===== src/rtl/rv32i_pkg.sv =====
// rv32i_pkg: shared types and opcode constants for the multi-cycle RV32I control path
package rv32i_pkg;

  typedef enum logic [2:0] {
    S_FETCH,
    S_DECODE,
    S_EXEC,
    S_MEM,
    S_WB,
    S_TRAP,
    S_TRAP_HOLD
  } state_t;

  localparam logic [6:0] OPC_LOAD   = 7'b0000011;
  localparam logic [6:0] OPC_FENCE  = 7'b0001111;
  localparam logic [6:0] OPC_OPIMM  = 7'b0010011;
  localparam logic [6:0] OPC_AUIPC  = 7'b0010111;
  localparam logic [6:0] OPC_STORE  = 7'b0100011;
  localparam logic [6:0] OPC_OP     = 7'b0110011;
  localparam logic [6:0] OPC_LUI    = 7'b0110111;
  localparam logic [6:0] OPC_BRANCH = 7'b1100011;
  localparam logic [6:0] OPC_JALR   = 7'b1100111;
  localparam logic [6:0] OPC_JAL    = 7'b1101111;
  localparam logic [6:0] OPC_SYSTEM = 7'b1110011;

  typedef enum logic [2:0] {
    IMM_I = 3'b000,
    IMM_S = 3'b001,
    IMM_B = 3'b010,
    IMM_U = 3'b011,
    IMM_J = 3'b100
  } imm_type_t;

  typedef enum logic [1:0] {
    PC_PLUS4 = 2'b00,
    PC_IMM   = 2'b01,
    PC_ALU   = 2'b10
  } pc_src_t;

  typedef enum logic [1:0] {
    WB_ALU = 2'b00,
    WB_MEM = 2'b01,
    WB_PC4 = 2'b10,
    WB_IMM = 2'b11
  } wb_sel_t;

  typedef enum logic [1:0] {
    ALU_ADD = 2'b00,
    ALU_FN  = 2'b01,
    ALU_CMP = 2'b10
  } alu_op_t;

  typedef enum logic [3:0] {
    C_OP,
    C_OPIMM,
    C_LOAD,
    C_STORE,
    C_BRANCH,
    C_JAL,
    C_JALR,
    C_LUI,
    C_AUIPC,
    C_FENCE,
    C_SYSTEM,
    C_ILL
  } op_class_t;

endpackage


===== src/rtl/rv32i_op_class.sv =====
// rv32i_op_class: opcode classification, immediate format and illegal flag
module rv32i_op_class
  import rv32i_pkg::*;
(
  input  logic [6:0] opcode,
  output op_class_t  cls,
  output imm_type_t  imm_type,
  output logic       illegal
);

  // a full 7-bit match also rejects inst[1:0] != 11
  always_comb begin
    case (opcode)
      OPC_OP:     cls = C_OP;
      OPC_OPIMM:  cls = C_OPIMM;
      OPC_LOAD:   cls = C_LOAD;
      OPC_STORE:  cls = C_STORE;
      OPC_BRANCH: cls = C_BRANCH;
      OPC_JAL:    cls = C_JAL;
      OPC_JALR:   cls = C_JALR;
      OPC_LUI:    cls = C_LUI;
      OPC_AUIPC:  cls = C_AUIPC;
      OPC_FENCE:  cls = C_FENCE;
      OPC_SYSTEM: cls = C_SYSTEM;
      default:    cls = C_ILL;
    endcase
  end

  always_comb begin
    imm_type = cls == C_STORE ? IMM_S :
               cls == C_BRANCH ? IMM_B :
               cls inside {C_LUI, C_AUIPC} ? IMM_U :
               cls == C_JAL ? IMM_J : IMM_I;
  end

  assign illegal = cls inside {C_SYSTEM, C_ILL};

endmodule


===== src/rtl/rv32i_mc_ctrl.sv =====
// rv32i_mc_ctrl: multi-cycle FETCH/DECODE/EXEC/MEM/WB sequencer for a shared-ALU,
// single-memory-port RV32I datapath
module rv32i_mc_ctrl
  import rv32i_pkg::*;
#(
  parameter int RESET_TRAP_CLR = 1
) (
  input  logic        clk,
  input  logic        rst,
  input  logic [31:0] inst,
  input  logic        mem_ready,
  input  logic        br_taken,
  output logic [2:0]  imm_type,
  output logic        ir_we,
  output logic        pc_we,
  output logic [1:0]  pc_src,
  output logic        alu_a_sel,
  output logic        alu_b_sel,
  output logic [1:0]  alu_op,
  output logic        rf_we,
  output logic [1:0]  wb_sel,
  output logic        mem_req,
  output logic        mem_we,
  output logic        mem_addr_sel,
  output logic        instret,
  output logic        trap
);

  state_t    state, state_nx;
  op_class_t cls;
  imm_type_t imm_dec;
  logic      illegal;
  logic      ex_a, ex_b, is_ld, is_st;
  alu_op_t   ex_op;
  pc_src_t   wb_pc;
  wb_sel_t   wb_mux;
  logic      unused_inst;

  rv32i_op_class u_op_class (
    .opcode   (inst[6:0]),
    .cls      (cls),
    .imm_type (imm_dec),
    .illegal  (illegal)
  );

  assign unused_inst = ^inst[31:7];

  assign is_ld  = cls == C_LOAD;
  assign is_st  = cls == C_STORE;
  assign ex_a   = cls == C_AUIPC;
  assign ex_b   = cls inside {C_OPIMM, C_LOAD, C_STORE, C_AUIPC, C_JALR};
  assign ex_op  = cls inside {C_OP, C_OPIMM} ? ALU_FN : cls == C_BRANCH ? ALU_CMP : ALU_ADD;
  assign wb_pc  = cls == C_JAL ? PC_IMM : cls == C_JALR ? PC_ALU : PC_PLUS4;
  assign wb_mux = is_ld ? WB_MEM : cls inside {C_JAL, C_JALR} ? WB_PC4 :
                  cls == C_LUI ? WB_IMM : WB_ALU;

  // without trap clearing, the first reset out of TRAP only parks in TRAP_HOLD
  always_ff @(posedge clk) begin
    if (!rst)
      state <= (RESET_TRAP_CLR == 0 && state == S_TRAP) ? S_TRAP_HOLD : S_FETCH;
    else
      state <= state_nx;
  end

  always_comb begin
    case (state)
      S_FETCH:     state_nx = mem_ready ? S_DECODE : S_FETCH;
      S_DECODE:    state_nx = illegal ? S_TRAP : S_EXEC;
      S_EXEC:      state_nx = cls == C_BRANCH ? S_FETCH : (is_ld || is_st) ? S_MEM : S_WB;
      S_MEM:       state_nx = !mem_ready ? S_MEM : is_ld ? S_WB : S_FETCH;
      S_WB:        state_nx = S_FETCH;
      S_TRAP:      state_nx = S_TRAP;
      S_TRAP_HOLD: state_nx = S_TRAP_HOLD;
      default:     state_nx = S_FETCH;
    endcase
  end

  // ALU operands stay applied through MEM and WB: there is no ALU output register
  always_comb begin
    imm_type     = IMM_I;
    ir_we        = 1'b0;
    pc_we        = 1'b0;
    pc_src       = PC_PLUS4;
    alu_a_sel    = 1'b0;
    alu_b_sel    = 1'b0;
    alu_op       = ALU_ADD;
    rf_we        = 1'b0;
    wb_sel       = WB_ALU;
    mem_req      = 1'b0;
    mem_we       = 1'b0;
    mem_addr_sel = 1'b0;
    instret      = 1'b0;
    trap         = 1'b0;
    if (rst) begin
      case (state)
        S_FETCH: begin
          mem_req = 1'b1;
          ir_we   = mem_ready;
        end
        S_DECODE: imm_type = imm_dec;
        S_EXEC: begin
          imm_type  = imm_dec;
          alu_a_sel = ex_a;
          alu_b_sel = ex_b;
          alu_op    = ex_op;
          pc_we     = cls == C_BRANCH;
          instret   = cls == C_BRANCH;
          pc_src    = (cls == C_BRANCH && br_taken) ? PC_IMM : PC_PLUS4;
        end
        S_MEM: begin
          imm_type     = imm_dec;
          alu_a_sel    = ex_a;
          alu_b_sel    = ex_b;
          alu_op       = ex_op;
          mem_req      = 1'b1;
          mem_addr_sel = 1'b1;
          mem_we       = is_st;
          pc_we        = is_st && mem_ready;
          instret      = is_st && mem_ready;
        end
        S_WB: begin
          imm_type  = imm_dec;
          alu_a_sel = ex_a;
          alu_b_sel = ex_b;
          alu_op    = ex_op;
          pc_we     = 1'b1;
          instret   = 1'b1;
          rf_we     = cls != C_FENCE;
          wb_sel    = wb_mux;
          pc_src    = wb_pc;
        end
        S_TRAP, S_TRAP_HOLD: trap = 1'b1;
        default: ;
      endcase
    end
  end

endmodule


===== config.mk =====
export PLATFORM = sky130hd
export DESIGN_NAME = rv32i_mc_ctrl
export DESIGN_NICKNAME = d
export VERILOG_FILES = /design/src/rtl/rv32i_pkg.sv /design/src/rtl/rv32i_op_class.sv /design/src/rtl/rv32i_mc_ctrl.sv
export SDC_FILE = /design/constraint.sdc
export NUM_CORES = 1
export LEC_CHECK = 0
export BUFFER_PORTS_ARGS = -buffer_cell sky130_fd_sc_hd__buf_2
export CORE_ASPECT_RATIO = 1.1
export CORE_MARGIN = 4
export CORE_UTILIZATION = 25
export CTS_CLUSTER_SIZE = 8
export DETAILED_ROUTE_END_ITERATION = 16
export PLACE_DENSITY_LB_ADDON = 0.05
export SYNTH_ARGS = -nofsm -noshare
export SYNTH_HDL_FRONTEND = slang
export SYNTH_SLANG_ARGS = --single-unit

===== constraint.sdc =====
create_clock -name clk -period 2 [get_ports clk]
set_input_delay 0.4 -clock clk [delete_from_list [all_inputs] [get_ports clk]]
set_output_delay 0.4 -clock clk [all_outputs]
set_load 0.005 [all_outputs]

Yosys cells after proc, flatten, opt, wreduce, memory -nomap -nowiden
Index checks and enable logic that the tools add are counted.
{"block": "totals", "regBits": 3, "inputBits": 36, "out_inout_bits": 19, "word_cells": 89}
{"block": "op_classes", "eq_ne": 28, "mux": 46, "reduce_logical": 14}
{"operator": "$pmux 4 s11", "count": 1}
{"operator": "$mux 3", "count": 11}
{"operator": "$eq 7x7->1 const B", "count": 4}
{"operator": "$mux 2", "count": 12}
{"operator": "$eq 7x6->1 const B", "count": 3}
{"operator": "$mux 1", "count": 19}
{"operator": "$pmux 3 s6", "count": 1}
{"operator": "$eq 4x3->1 const B", "count": 4}
{"operator": "$eq 7x5->1 const B", "count": 2}
{"operator": "$eq 4x4->1 const B", "count": 3}
{"operator": "$eq 3x3->1 const B", "count": 3}
{"operator": "$eq 4x2->1 const B", "count": 2}
{"operator": "$reduce_bool 2->1", "count": 4}
{"operator": "$eq 7x2->1 const B", "count": 1}
{"operator": "$eq 7x4->1 const B", "count": 1}
{"operator": "$eq 3x2->1 const B", "count": 2}
{"operator": "$reduce_bool 5->1", "count": 1}
{"operator": "$eq 4x1->1 const B", "count": 1}
{"operator": "$logic_not 4->1", "count": 1}
{"operator": "$ne 4x4->1 const B", "count": 1}
{"operator": "$pmux 2 s2", "count": 1}
{"operator": "$reduce_or 2->1", "count": 2}
{"operator": "$reduce_or 4->1", "count": 1}
{"operator": "$eq 3x1->1 const B", "count": 1}
{"operator": "other kinds (5)", "count": 6}

Longest topological paths before layout
Gate-level depths: netlist of the first run.
{"block": "logic_depth", "ltp_word": 9, "depth_mapped": 6, "depth_no_buf": 4}

By module
From an unflattened synthesis of the first run, not the netlist that was laid out.
{"block": "hier_totals", "hier_cells": 120, "hier_area_um2": 900.9}
{"module": "rv32i_mc_ctrl", "n_inst": 1, "cells_per_inst": 79, "area_per_inst_um2": 580.6, "seq_area_each_um2": 60.1}
{"module": "rv32i_op_class", "n_inst": 1, "cells_per_inst": 41, "area_per_inst_um2": 320.3, "seq_area_each_um2": 0.0}

Worst setup path after synthesis of the first run
Ideal clock, no wire load.
{"block": "synth_path", "path_type": "input to output", "startpoint": "input inst[4]", "endpoint": "output pc_we", "arrival_ns": 1.432, "required_ns": 1.600, "slack_ns": 0.168, "cell_stages": 5, "path_buffers": 1, "cell_sequence": "nand4bb_4 > nor2_1 > nand4b_1 > o31ai_1 > buf_4"}
{"block": "synth_between", "elab_chain_len": 6, "word_cells_on_any_way": 17, "classes_between": "13 x eq/ne; 3 x mux; 1 x reduce/logical"}
{"item": "start: declaration", "line": "rv32i_mc_ctrl.sv:10", "text": "input logic [31:0] inst,"}
{"item": "$eq 7x7->1, or another cell as far along", "line": "rv32i_op_class.sv:13", "text": "case (opcode)"}
{"item": "$pmux 4 s11 (*)", "line": "rv32i_op_class.sv:13"}
{"item": "$eq 4x2->1", "line": "rv32i_mc_ctrl.sv:49", "text": "assign is_st = cls == C_STORE;"}
{"item": "$logic_and 1x1->1"}
{"item": "$pmux 1 s3 (*)"}
{"item": "$mux 1 (*)"}
{"item": "end: declaration", "line": "rv32i_mc_ctrl.sv:15", "text": "output logic pc_we,"}
Every way passes the cells marked *; elsewhere a longest branch is shown, timed or not.

Worst setup path after layout of the first run
{"block": "layout_path", "startpoint": "input inst[3]", "endpoint": "output pc_src[0]"}
{"block": "layout_between", "elab_chain_len": 7, "word_cells_on_any_way": 19, "classes_between": "13 x eq/ne; 5 x mux; 1 x reduce/logical"}
{"item": "$eq 7x7->1, or another cell as far along", "line": "rv32i_op_class.sv:13"}
{"item": "$pmux 4 s11 (*)", "line": "rv32i_op_class.sv:13"}
{"item": "$eq 4x3->1", "line": "rv32i_mc_ctrl.sv:108", "text": "pc_src = (cls == C_BRANCH && br_taken) ? PC_IMM : PC_PLUS4;"}
{"item": "$logic_and 1x1->1", "line": "rv32i_mc_ctrl.sv:108"}
{"item": "$mux 1", "line": "rv32i_mc_ctrl.sv:108"}
{"item": "$pmux 2 s2 (*)", "line": "rv32i_mc_ctrl.sv:95", "text": "case (state)"}
{"item": "$mux 2 (*)", "line": "rv32i_mc_ctrl.sv:94", "text": "if (rst) begin"}
{"item": "end: declaration", "line": "rv32i_mc_ctrl.sv:16", "text": "output logic [1:0] pc_src,"}
Marked as above.

==> results of run 1 <==
where the power goes:
group	internal (W)	switching [W]	leakage (nW)
Sequential	0.0000665	0.0000104	0.0253
Combinational	0.0000692	0.0000897	0.356
Clock	0.0000747	0.0000302	0.0150
Total	0.000210	0.000130	0.396
worst max-delay path: stages:
cell	delay [ns]
buf_2	0.14
nand4bb_4	0.25
nor3_1	0.26
nand3_1	0.11
a21boi_0	0.18
buf_2	0.14
synthesized netlist by cell type (2+ instances only):
master,instances,area [um^2]
nor4_1,3,18.8
and2_1,2,12.5
nand3_1,6,30.0
dfxtp_1,3,60.1
o21ai_0,7,35.0
nand2b_1,2,12.5
mux2i_1,2,20.0
buf_2,5,25.0
nor4b_1,2,17.5
nor2b_1,4,25.0
and3_1,2,12.5
nor3_1,11,55.1
clkbuf_1,2,7.51
nor2_1,12,45.0
a31oi_1,3,18.8
nand2_1,6,22.5
layer usage:
| layer | share of wire [%] | up-vias |
|---|---|---|
| met3 | 5.5 | 0 |
| met1 | 49 | 396 |
| met4 | 0 | 0 |
| met5 | 0 | - |
| li1 | - | 435 |
| met2 | 46 | 24 |
metrics by stage:
step | total power (W) | setup slack (ns) | std cells
after floorplan | 0.000167 | 0.168 | 96
after global placement | 0.000228 | 0.0835 | 159
after detailed placement | 0.000229 | 0.0384 | 159
after CTS | 0.000339 | 0.0378 | 163
after global routing | 0.000378 | 0.00407 | 163
final | 0.000340 | 0.110 | 163
how the worst min path moves through the flow:
| stage | from | end | slack (ns) |
|---|---|---|---|
| 2_1_floorplan | rst | state[1]$_SDFF_PN0_ | 0.57 |
| 3_3_place_gp | state[1]$_SDFF_PN0_ | state[0]$_SDFF_PN0_ | 0.65 |
| 3_5_place_dp | state[1]$_SDFF_PN0_ | state[0]$_SDFF_PN0_ | 0.66 |
| 4_1_cts | rst | state[1]$_SDFF_PN0_ | 0.51 |
| 5_1_grt | mem_ready | state[0]$_SDFF_PN0_ | 0.52 |
| 6_report | mem_ready | state[0]$_SDFF_PN0_ | 0.52 |
cells by family after synthesis:
| logic type | Yosys count | synth area share, % |
|---|---|---|
| mux | 2 | 3.09 |
| xor+xnor | 1 | 1.35 |
| flops | 3 | 9.28 |
| compound gates | 21 | 24.6 |
| buf+inv | 9 | 6.77 |
| simple gates | 60 | 54.9 |
cell usage in the layout, fill, tap and decap left out, types with 2 or more instances in the layout:
master     n
nor2b_1    3
nor2_1    10
nor4_1     2
buf_2     29
nand3_1    6
nor2_2     2
buf_4     11
nand2_1    6
and2_1     2
a31oi_1    3
nor3_1    11
o21ai_0    6
nand2b_1   2
and3_1     2
dfxtp_1    2
mux2i_1    2
clkbuf_4   3
repair_timing:
item / in CTS / in global routing
endpoints found under the setup margin: 5 / 5
pin swaps: 1 / 2
gates resized for setup: 1 / 10
final cells by class:
cell class | count | area (um^2) | share of cell area, %
Multi-Input combinational cell | 84 | 577 | 61.5
Timing Repair Buffer | 40 | 228 | 24.3
Sequential cell | 3 | 63.8 | 6.81
Tap cell | 31 | 38.8 | 4.14
Clock buffer | 4 | 26.3 | 2.80
Inverter | 1 | 3.75 | 0.401
==> run_summary.xml, run 1 <==
<?xml version="1.0" encoding="UTF-8"?>
<metrics>
  <group name="outcome">
    <metric name="status" unit="">complete, no violations</metric>
  </group>
  <group name="grt">
    <metric name="grt_first_pass_wirelength" unit="mm">3.54</metric>
    <metric name="most_crowded_layer_after_global_routing" unit="">met2</metric>
    <metric name="antenna_found_initial" unit="">0</metric>
    <metric name="gr-usage-met2" unit="%">20.3</metric>
    <metric name="global_route.usage.met1" unit="%">19.0</metric>
    <metric name="global_route.usage.total" unit="%">12.9</metric>
    <metric name="overflow" unit="">0</metric>
    <metric name="grt_util_met3" unit="%">2.31</metric>
    <metric name="grt_start_max_net_pins" unit="">18</metric>
    <metric name="grt_pass1_vias" unit="">752</metric>
  </group>
  <group name="synth">
    <metric name="post_synth.cell_area_avg" unit="um^2">6.74</metric>
    <metric name="synthesis.nets" unit="">132</metric>
    <metric name="netlist-cell-type-count" unit="">40</metric>
    <metric name="netlist_area_before_placement" unit="um^2">647</metric>
    <metric name="synth_enable_flop_cells" unit="">0</metric>
    <metric name="async_flop_share" unit="%">0</metric>
    <metric name="synth.yosys.warnings" unit="">0</metric>
    <metric name="ys_seq_elements" unit="">3</metric>
    <metric name="number_of_standard_cells_after_synthesis" unit="">96</metric>
    <metric name="synthFlopType" unit="">dfxtp_1</metric>
    <metric name="synth-seq-area-share" unit="%">9.28</metric>
  </group>
  <group name="critical_path">
    <metric name="critical_path.reg2reg.startpoint" unit="">state[1]$_SDFF_PN0_</metric>
    <metric name="crit-reg2reg-capture" unit="">state[2]$_SDFF_PN0_</metric>
    <metric name="reg2reg_setup_slack" unit="ns">0.75</metric>
    <metric name="worst-endpoint-arrival" unit="ns">1.49</metric>
    <metric name="critical_path.max_fanout" unit="">6</metric>
    <metric name="worst-r2r-cell-count" unit="">5</metric>
    <metric name="crit_type" unit="">in -&gt; out</metric>
    <metric name="endpoint" unit="">pc_src[0]</metric>
    <metric name="worstSetupEndpointType" unit="">primary output</metric>
    <metric name="setup.worst_path.start" unit="">inst[3]</metric>
    <metric name="worst_setup_path_start_kind" unit="">input pin</metric>
    <metric name="worst_endpoint_required_time" unit="ns">1.60</metric>
  </group>
  <group name="finish">
    <metric name="filler_cell_count" unit="">288</metric>
    <metric name="area_delta_synth_final" unit="%">44.9</metric>
    <metric name="utilization" unit="%">37.5</metric>
    <metric name="register_with_the_highest_flop_count" unit="">state</metric>
    <metric name="drive_gt1_share" unit="%">43.9</metric>
    <metric name="fin_nets" unit="">169</metric>
    <metric name="largest_register_ffs" unit="">3</metric>
    <metric name="antennaDiodeCount" unit="">0</metric>
    <metric name="registers_with_the_most_flip_flops" unit="">state (3)</metric>
    <metric name="postLayoutCellArea" unit="um^2">937</metric>
  </group>
  <group name="die">
    <metric name="initial_utilization" unit="%">25.9</metric>
    <metric name="fp.coreArea" unit="um^2">2500</metric>
    <metric name="die_y" unit="um">61.4</metric>
    <metric name="placement_rows" unit="">19</metric>
    <metric name="die_x" unit="um">56.5</metric>
    <metric name="io-pin-count" unit="">55</metric>
    <metric name="fp.dieArea" unit="um^2">3470</metric>
  </group>
  <group name="place">
    <metric name="post_dp_hpwl" unit="mm">1.76</metric>
    <metric name="place_congestion" unit="">0.730</metric>
    <metric name="portBuffers" unit="">29</metric>
    <metric name="detailed_place.area" unit="um^2">873</metric>
  </group>
  <group name="cts">
    <metric name="cts_setup_buffers" unit="">0</metric>
    <metric name="cts-hold-fix-buffers" unit="">0</metric>
    <metric name="maximum_count_of_clock_buffers_along_a_single_path" unit="">2</metric>
    <metric name="path_clk_slew" unit="ns">0.03</metric>
    <metric name="clock_sinks" unit="">3</metric>
    <metric name="cts_made_buffers" unit="">3</metric>
    <metric name="clock_insertion_delay_worst_skew" unit="ns">0.23</metric>
    <metric name="cts.htree.levels" unit="">1</metric>
    <metric name="cts_tree" unit="">built</metric>
    <metric name="clk_root_buffer_cell" unit="">clkbuf_4</metric>
  </group>
  <group name="min_path">
    <metric name="hold_depth" unit="">3</metric>
    <metric name="min_path_type" unit="">in -&gt; reg</metric>
  </group>
  <group name="detailed_routing">
    <metric name="drc" unit="">0</metric>
    <metric name="postRouteAntennaNets" unit="">0</metric>
    <metric name="post_drt_via_cell_ratio" unit="">5.25</metric>
    <metric name="detail_route.first_pass.iterations" unit="">4</metric>
    <metric name="detailedRoute.firstIterationViolations" unit="">24</metric>
    <metric name="drt_wl_total" unit="mm">2.15</metric>
    <metric name="detailroute.via_count" unit="">855</metric>
    <metric name="post_drt_wl_per_cell" unit="um">13.2</metric>
  </group>
  <group name="power_and_ir_drop">
    <metric name="power.ir.vdd_worst" unit="mV">0.349</metric>
    <metric name="cellPowerDensity" unit="nW/um^2">363</metric>
    <metric name="p_leak" unit="nW">0.396</metric>
  </group>
  <group name="sta">
    <metric name="layout_worst_path_cycle_share" unit="%">94.5</metric>
    <metric name="timing.final.hold_violations" unit="">0</metric>
    <metric name="grt_setup_unrepaired" unit="">false</metric>
    <metric name="maxClockFrequency" unit="GHz">0.529</metric>
    <metric name="worst_slew_margin_rel" unit="%">76.9</metric>
    <metric name="setup_viol" unit="">0</metric>
    <metric name="post-route-min-period" unit="ns">1.89</metric>
    <metric name="worst_clock_skew" unit="ns">0.000535</metric>
    <metric name="timing.hold.ws" unit="ns">0.515</metric>
    <metric name="worst_pin_slew" unit="ns">0.346</metric>
    <metric name="drv_slew" unit="">0</metric>
    <metric name="fin_tns_setup" unit="ns">0</metric>
  </group>
  <group name="job">
    <metric name="timing.max_cap.violations" unit="">0</metric>
  </group>
</metrics>
No activity file was read; power rests on OpenSTA's default activity.
==> inputs of run 2 (changes only) <==
Settings changed: GPL_TIMING_DRIVEN from default to 0, TNS_END_PERCENT from default to 30.
==> run 2 against run 1 <==
  * Clock skew is 0.0041 ns higher
  * Sequential power shrank 7.9%
  * Via count increased by 0.35%
  * Maximum frequency decreased by 0.38%
  * Die area is the same
  * Non-clock buffer count grew 2
  * Power increased by 1.2%
  * Setup slack lost 0.0073 ns
  * Critical endpoint is now alu_a_sel
  * Largest power group unchanged
  * Highest routed layer unchanged
==> run_summary.xml, run 2 (synthesized netlist as in run 1, its figures left out) <==
<?xml version="1.0" encoding="UTF-8"?>
<metrics>
  <group name="detailed_routing">
    <metric name="drt_wl_total" unit="mm">2.21</metric>
    <metric name="drc" unit="">0</metric>
    <metric name="postRouteAntennaNets" unit="">0</metric>
    <metric name="detailroute.via_count" unit="">858</metric>
    <metric name="post_drt_wl_per_cell" unit="um">13.4</metric>
    <metric name="detailedRoute.firstIterationViolations" unit="">21</metric>
    <metric name="post_drt_via_cell_ratio" unit="">5.20</metric>
    <metric name="detail_route.first_pass.iterations" unit="">4</metric>
  </group>
  <group name="critical_path">
    <metric name="worstSetupEndpointType" unit="">primary output</metric>
    <metric name="crit_type" unit="">reg -&gt; out</metric>
    <metric name="critical_path.max_fanout" unit="">10</metric>
    <metric name="worst_setup_path_start_kind" unit="">flop</metric>
    <metric name="worst_endpoint_required_time" unit="ns">1.60</metric>
    <metric name="worst-endpoint-arrival" unit="ns">1.50</metric>
  </group>
  <group name="grt">
    <metric name="grt_start_max_net_pins" unit="">11</metric>
    <metric name="overflow" unit="">0</metric>
    <metric name="grt_first_pass_wirelength" unit="mm">3.72</metric>
    <metric name="grt_pass1_vias" unit="">825</metric>
    <metric name="antenna_found_initial" unit="">0</metric>
    <metric name="global_route.usage.total" unit="%">13.2</metric>
  </group>
  <group name="finish">
    <metric name="registers_with_the_most_flip_flops" unit="">state (3)</metric>
    <metric name="postLayoutCellArea" unit="um^2">971</metric>
    <metric name="layout.cells.non_filler" unit="">165</metric>
    <metric name="drive_gt1_share" unit="%">46.3</metric>
    <metric name="fin_nets" unit="">171</metric>
    <metric name="largest_register_ffs" unit="">3</metric>
    <metric name="antennaDiodeCount" unit="">0</metric>
    <metric name="layout.cells.most_common" unit="">buf_2</metric>
    <metric name="register_with_the_highest_flop_count" unit="">state</metric>
    <metric name="filler_cell_count" unit="">296</metric>
    <metric name="area_delta_synth_final" unit="%">50.1</metric>
    <metric name="layout.cells.most_common_list" unit="">buf_2 (30), nor3_1 (10), nor2_1 (10)</metric>
  </group>
  <group name="die">
    <metric name="io-pin-count" unit="">55</metric>
    <metric name="placement_rows" unit="">19</metric>
    <metric name="fp.dieArea" unit="um^2">3470</metric>
    <metric name="die_y" unit="um">61.4</metric>
    <metric name="fp.coreArea" unit="um^2">2500</metric>
    <metric name="die_x" unit="um">56.5</metric>
    <metric name="initial_utilization" unit="%">25.9</metric>
  </group>
  <group name="outcome">
    <metric name="status" unit="">complete, no violations</metric>
  </group>
  <group name="sta">
    <metric name="worst_clock_skew" unit="ns">0.00462</metric>
    <metric name="worst_pin_slew" unit="ns">0.388</metric>
    <metric name="drv_slew" unit="">0</metric>
    <metric name="grt_setup_unrepaired" unit="">true</metric>
    <metric name="maxClockFrequency" unit="GHz">0.527</metric>
    <metric name="worst_slew_margin_rel" unit="%">74.1</metric>
    <metric name="post-route-min-period" unit="ns">1.90</metric>
    <metric name="setup_viol" unit="">0</metric>
    <metric name="timing.final.hold_violations" unit="">0</metric>
    <metric name="timing.hold.ws" unit="ns">0.514</metric>
    <metric name="layout_worst_path_cycle_share" unit="%">94.9</metric>
  </group>
  <group name="cts">
    <metric name="cts.htree.levels" unit="">1</metric>
    <metric name="path_clk_slew" unit="ns">0.03</metric>
    <metric name="clock_sinks" unit="">3</metric>
    <metric name="maximum_count_of_clock_buffers_along_a_single_path" unit="">2</metric>
    <metric name="clock_insertion_delay_worst_skew" unit="ns">0.24</metric>
    <metric name="cts_tree" unit="">built</metric>
    <metric name="clk_root_buffer_cell" unit="">clkbuf_4</metric>
    <metric name="cts_made_buffers" unit="">3</metric>
    <metric name="cts-hold-fix-buffers" unit="">0</metric>
  </group>
  <group name="place">
    <metric name="place_congestion" unit="">0.758</metric>
    <metric name="detailed_place.area" unit="um^2">831</metric>
    <metric name="portBuffers" unit="">29</metric>
    <metric name="placed_cells" unit="">156</metric>
    <metric name="post_dp_hpwl" unit="mm">1.68</metric>
  </group>
  <group name="power_and_ir_drop">
    <metric name="cellInternalPower" unit="W">0.000210</metric>
    <metric name="power_frac_seq" unit="%">20.5</metric>
    <metric name="p_leak" unit="nW">0.408</metric>
    <metric name="pwr-share-clk" unit="%">31.3</metric>
    <metric name="power.switching" unit="W">0.000135</metric>
    <metric name="cellPowerDensity" unit="nW/um^2">355</metric>
    <metric name="power.ir.vdd_worst" unit="mV">0.476</metric>
    <metric name="netSwitchingFraction" unit="%">39.1</metric>
    <metric name="comb_power_share" unit="%">48.1</metric>
  </group>
  <group name="min_path">
    <metric name="min_path_type" unit="">in -&gt; reg</metric>
  </group>
  <group name="job">
    <metric name="timing.max_cap.violations" unit="">0</metric>
  </group>
</metrics>
==> run 2: stage by stage <==
stage	setup TNS [ns]	util (%)	power, W	worst slack [ns]
after floorplan	0	-	0.000167	0.168
after global placement	-0.147	33.3	0.000217	-0.114
after detailed placement	-0.192	33.3	0.000218	-0.135
after CTS	0	37.7	0.000344	0.00622
after global routing	-0.0354	38.9	0.000378	-0.0332
final	0	38.9	0.000345	0.102
==> run 2: final timing paths <==
check | startpoint | to | slack (ns) | depth (start not counted)
max reg2reg | state[0]$_SDFF_PN0_ | state[2]$_SDFF_PN0_ | 0.76 | 5
min reg2reg | state[1]$_SDFF_PN0_ | state[0]$_SDFF_PN0_ | 0.64 | 2
min | rst | state[1]$_SDFF_PN0_ | 0.51 | 3
max | state[0]$_SDFF_PN0_ | alu_a_sel | 0.10 | 6
==> run 2: timing repair <==
action / CTS / global route
pin swaps: 4 / 3
buffers inserted: 6 / 0
resized for setup: 12 / 13
endpoints found under the setup margin: 7 / 12
==> run 2: power by group through the flow <==
stage	registers, W	logic [W]	clock network [W]
2_1_floorplan	0.0000685	0.0000983	0
4_1_cts	0.0000697	0.000161	0.000114
6_report	0.0000707	0.000166	0.000108
3_5_place_dp	0.0000695	0.000149	0
5_1_grt	0.0000713	0.000183	0.000123
3_3_place_gp	0.0000689	0.000148	0
==> run 2: worst max-delay path, cell delays in order (launching register included) <==
cell	delay (ns)
dfxtp_1	0.29
buf_2	0.18
nor2_2	0.15
and2_4	0.18
o21ai_4	0.08
nor4b_1	0.23
buf_2	0.16
==> run 2: area by class of cell <==
type / instances / area, um^2 / area share, %
inverters: 1 / 3.75 / 0.387
flip-flops and latches: 3 / 62.6 / 6.44
well taps: 31 / 38.8 / 3.99
plain buffers: 7 / 42.5 / 4.38
clock buffers: 4 / 26.3 / 2.71
repair buffers: 35 / 199 / 20.5
multi-input cells: 84 / 598 / 61.6
==> run 2: per-layer routing <==
layer	track usage (%)	up-vias	routed length (um)
met5	0	-	0
li1	-	440	-
met3	3.98	0	106
met2	23.4	18	1070
met1	16.7	400	1030
met4	1.02	0	0
==> inputs of run 3 (changes only) <==
Settings changed: CORE_MARGIN 4 to default.
==> run 3 against run 2 <==
  * Cell count decreased by 1.2%
  * Utilization is 2.1 points higher
  * Flip-flop and latch count unchanged
  * Register-to-register slack got worse by 0.09 ns
  * Maximum frequency shrank 3.6%
  * Design area decreased by 1.2%
  * Count of clock-buffer cells in the layout unchanged
  * Via count is 0.12% higher
  * Clock power rose by 4%
  * Clock skew decreased by 0.0032 ns
  * Critical path depth up 1
  * Largest cell class unchanged
==> run_summary.xml, run 3 (synthesized netlist as in run 1, its figures left out) <==
<?xml version="1.0" encoding="UTF-8"?>
<metrics>
  <group name="power_and_ir_drop">
    <metric name="cellPowerDensity" unit="nW/um^2">367</metric>
    <metric name="power.ir.vdd_worst" unit="mV">0.403</metric>
    <metric name="p_leak" unit="nW">0.404</metric>
  </group>
  <group name="min_path">
    <metric name="holdCritStartpoint" unit="">rst</metric>
    <metric name="hold_depth" unit="">3</metric>
    <metric name="hold_path_end" unit="">state[1]$_SDFF_PN0_</metric>
    <metric name="min_path_type" unit="">in -&gt; reg</metric>
  </group>
  <group name="grt">
    <metric name="antenna_found_initial" unit="">0</metric>
    <metric name="grt_first_pass_wirelength" unit="mm">3.33</metric>
    <metric name="overflow" unit="">0</metric>
    <metric name="grt_start_max_net_pins" unit="">11</metric>
    <metric name="grt_pass1_vias" unit="">755</metric>
    <metric name="global_route.usage.total" unit="%">15.1</metric>
  </group>
  <group name="die">
    <metric name="io-pin-count" unit="">55</metric>
    <metric name="fp.coreArea" unit="um^2">2340</metric>
    <metric name="fp.dieArea" unit="um^2">2800</metric>
    <metric name="die_y" unit="um">55.4</metric>
    <metric name="placement_rows" unit="">18</metric>
    <metric name="initial_utilization" unit="%">27.6</metric>
    <metric name="die_x" unit="um">50.5</metric>
  </group>
  <group name="finish">
    <metric name="postLayoutCellArea" unit="um^2">960</metric>
    <metric name="layout.cells.most_common" unit="">buf_2</metric>
    <metric name="fin_nets" unit="">170</metric>
    <metric name="register_with_the_highest_flop_count" unit="">state</metric>
    <metric name="antennaDiodeCount" unit="">0</metric>
    <metric name="largest_register_ffs" unit="">3</metric>
    <metric name="registers_with_the_most_flip_flops" unit="">state (3)</metric>
    <metric name="utilization" unit="%">41.0</metric>
    <metric name="layout.cells.most_common_list" unit="">buf_2 (31), nor3_1 (11), nor2_1 (10)</metric>
    <metric name="area_delta_synth_final" unit="%">48.4</metric>
    <metric name="drive_gt1_share" unit="%">45.1</metric>
  </group>
  <group name="cts">
    <metric name="clk_root_buffer_cell" unit="">clkbuf_4</metric>
    <metric name="clock_insertion_delay_worst_skew" unit="ns">0.24</metric>
    <metric name="maximum_count_of_clock_buffers_along_a_single_path" unit="">2</metric>
    <metric name="cts-hold-fix-buffers" unit="">0</metric>
    <metric name="path_clk_slew" unit="ns">0.04</metric>
    <metric name="clock_sinks" unit="">3</metric>
    <metric name="cts.htree.levels" unit="">1</metric>
    <metric name="cts_made_buffers" unit="">3</metric>
    <metric name="cts_tree" unit="">built</metric>
  </group>
  <group name="detailed_routing">
    <metric name="detail_route.first_pass.iterations" unit="">4</metric>
    <metric name="drt_wl_total" unit="mm">2.17</metric>
    <metric name="postRouteAntennaNets" unit="">0</metric>
    <metric name="wl_met1" unit="mm">1.05</metric>
    <metric name="detailroute.via_count" unit="">859</metric>
    <metric name="drc" unit="">0</metric>
    <metric name="met2WireLength" unit="mm">1.01</metric>
    <metric name="highest-signal-layer" unit="">met3</metric>
    <metric name="post_drt_wl_per_cell" unit="um">13.3</metric>
    <metric name="post_drt_via_cell_ratio" unit="">5.27</metric>
    <metric name="dr_wl_met3" unit="um">107</metric>
    <metric name="detailedRoute.firstIterationViolations" unit="">22</metric>
  </group>
  <group name="critical_path">
    <metric name="critPathBufInv" unit="">3</metric>
    <metric name="reg2reg_setup_slack" unit="ns">0.67</metric>
    <metric name="crit_path_frequent_cell" unit="">buf_2</metric>
    <metric name="crit-reg2reg-capture" unit="">state[2]$_SDFF_PN0_</metric>
    <metric name="critical_path.max_fanout" unit="">9</metric>
    <metric name="crit_type" unit="">in -&gt; out</metric>
    <metric name="worstSetupEndpointType" unit="">primary output</metric>
    <metric name="worst-endpoint-arrival" unit="ns">1.57</metric>
    <metric name="timing.critical_path.slowest_stage_cell" unit="">nand4bb_4</metric>
    <metric name="crit_family" unit="">simple AND/OR/NAND/NOR gates</metric>
    <metric name="critical_path.reg2reg.startpoint" unit="">state[1]$_SDFF_PN0_</metric>
    <metric name="slowest_delay" unit="ns">0.26</metric>
    <metric name="worst_setup_path_start_kind" unit="">input pin</metric>
    <metric name="cp_cell_sequence" unit="">buf_2 &gt; nand4bb_4 &gt; nor2_4 &gt; nand4b_1 &gt; o31ai_2 &gt; buf_4 &gt; buf_2</metric>
    <metric name="worst_endpoint_required_time" unit="ns">1.60</metric>
    <metric name="worst-r2r-cell-count" unit="">6</metric>
  </group>
  <group name="sta">
    <metric name="worst_clock_skew" unit="ns">0.00144</metric>
    <metric name="timing.hold.ws" unit="ns">0.515</metric>
    <metric name="worst_pin_slew" unit="ns">0.396</metric>
    <metric name="maxClockFrequency" unit="GHz">0.508</metric>
    <metric name="timing.final.hold_violations" unit="">0</metric>
    <metric name="layout_worst_path_cycle_share" unit="%">98.4</metric>
    <metric name="post-route-min-period" unit="ns">1.97</metric>
    <metric name="worst_slew_margin_rel" unit="%">73.3</metric>
    <metric name="setup_ws" unit="ns">0.0312</metric>
    <metric name="setup_viol" unit="">0</metric>
    <metric name="grt_setup_unrepaired" unit="">true</metric>
    <metric name="drv_slew" unit="">0</metric>
  </group>
  <group name="outcome">
    <metric name="status" unit="">complete, no violations</metric>
  </group>
  <group name="place">
    <metric name="portBuffers" unit="">29</metric>
    <metric name="detailed_place.area" unit="um^2">830</metric>
    <metric name="place_ws" unit="ns">-0.131</metric>
    <metric name="post_dp_hpwl" unit="mm">1.62</metric>
    <metric name="place_congestion" unit="">0.764</metric>
  </group>
  <group name="job">
    <metric name="timing.max_cap.violations" unit="">0</metric>
  </group>
</metrics>
run 3: what timing repair did:
| item | CTS | global route |
|---|---|---|
| hold endpoints to repair | 0 | 0 |
| endpoints found under the setup margin | 7 | 11 |
| gates resized for setup | 10 | 12 |
| setup buffers | 0 | 4 |
| pin swaps | 1 | 1 |
run 3: worst max-delay path by stage:
stage                         from  endpoint  cells after the start
2_1_floorplan              inst[4]     pc_we                      5
3_3_place_gp               inst[3]     pc_we                      7
3_5_place_dp               inst[3]     pc_we                      7
4_1_cts        state[0]$_SDFF_PN0_     pc_we                      7
5_1_grt        state[0]$_SDFF_PN0_     pc_we                      7
6_report                   inst[3]     pc_we                      7
run 3: metal layers:
metal,vias up,global-route usage [%]
li1,439,-
met1,396,20.0
met2,24,23.4
met3,0,4.13
met4,0,4.37
met5,-,0
run 3: layout make-up:
cell class	count	area, um^2
timing repair buffer	33	175
sequential	3	62.6
tap	30	37.5
clock buffer	4	26.3
multi-input combinational	84	598
inverter	1	3.75
fill	270	1380
buffer	8	56.3
run 3: report_power, final:
part,switching (W),internal (W)
Sequential,0.00000478,0.0000664
Combinational,0.0000978,0.0000709
Clock,0.0000373,0.0000752
Total,0.000140,0.000212
run 3: stage by stage:
step	cells	setup TNS, ns	total power, W
detailed placement	155	-0.179	0.000217
floorplan	96	0	0.000167
finish	163	0	0.000352
global route	163	-0.0817	0.000383
global placement	155	-0.126	0.000216
CTS	159	-0.0389	0.000337
run 3: tightest hold or removal path, stage by stage:
cell and delay (ns):
buf_2 0.14, nand3_1 0.09, o2bb2ai_1 0.07
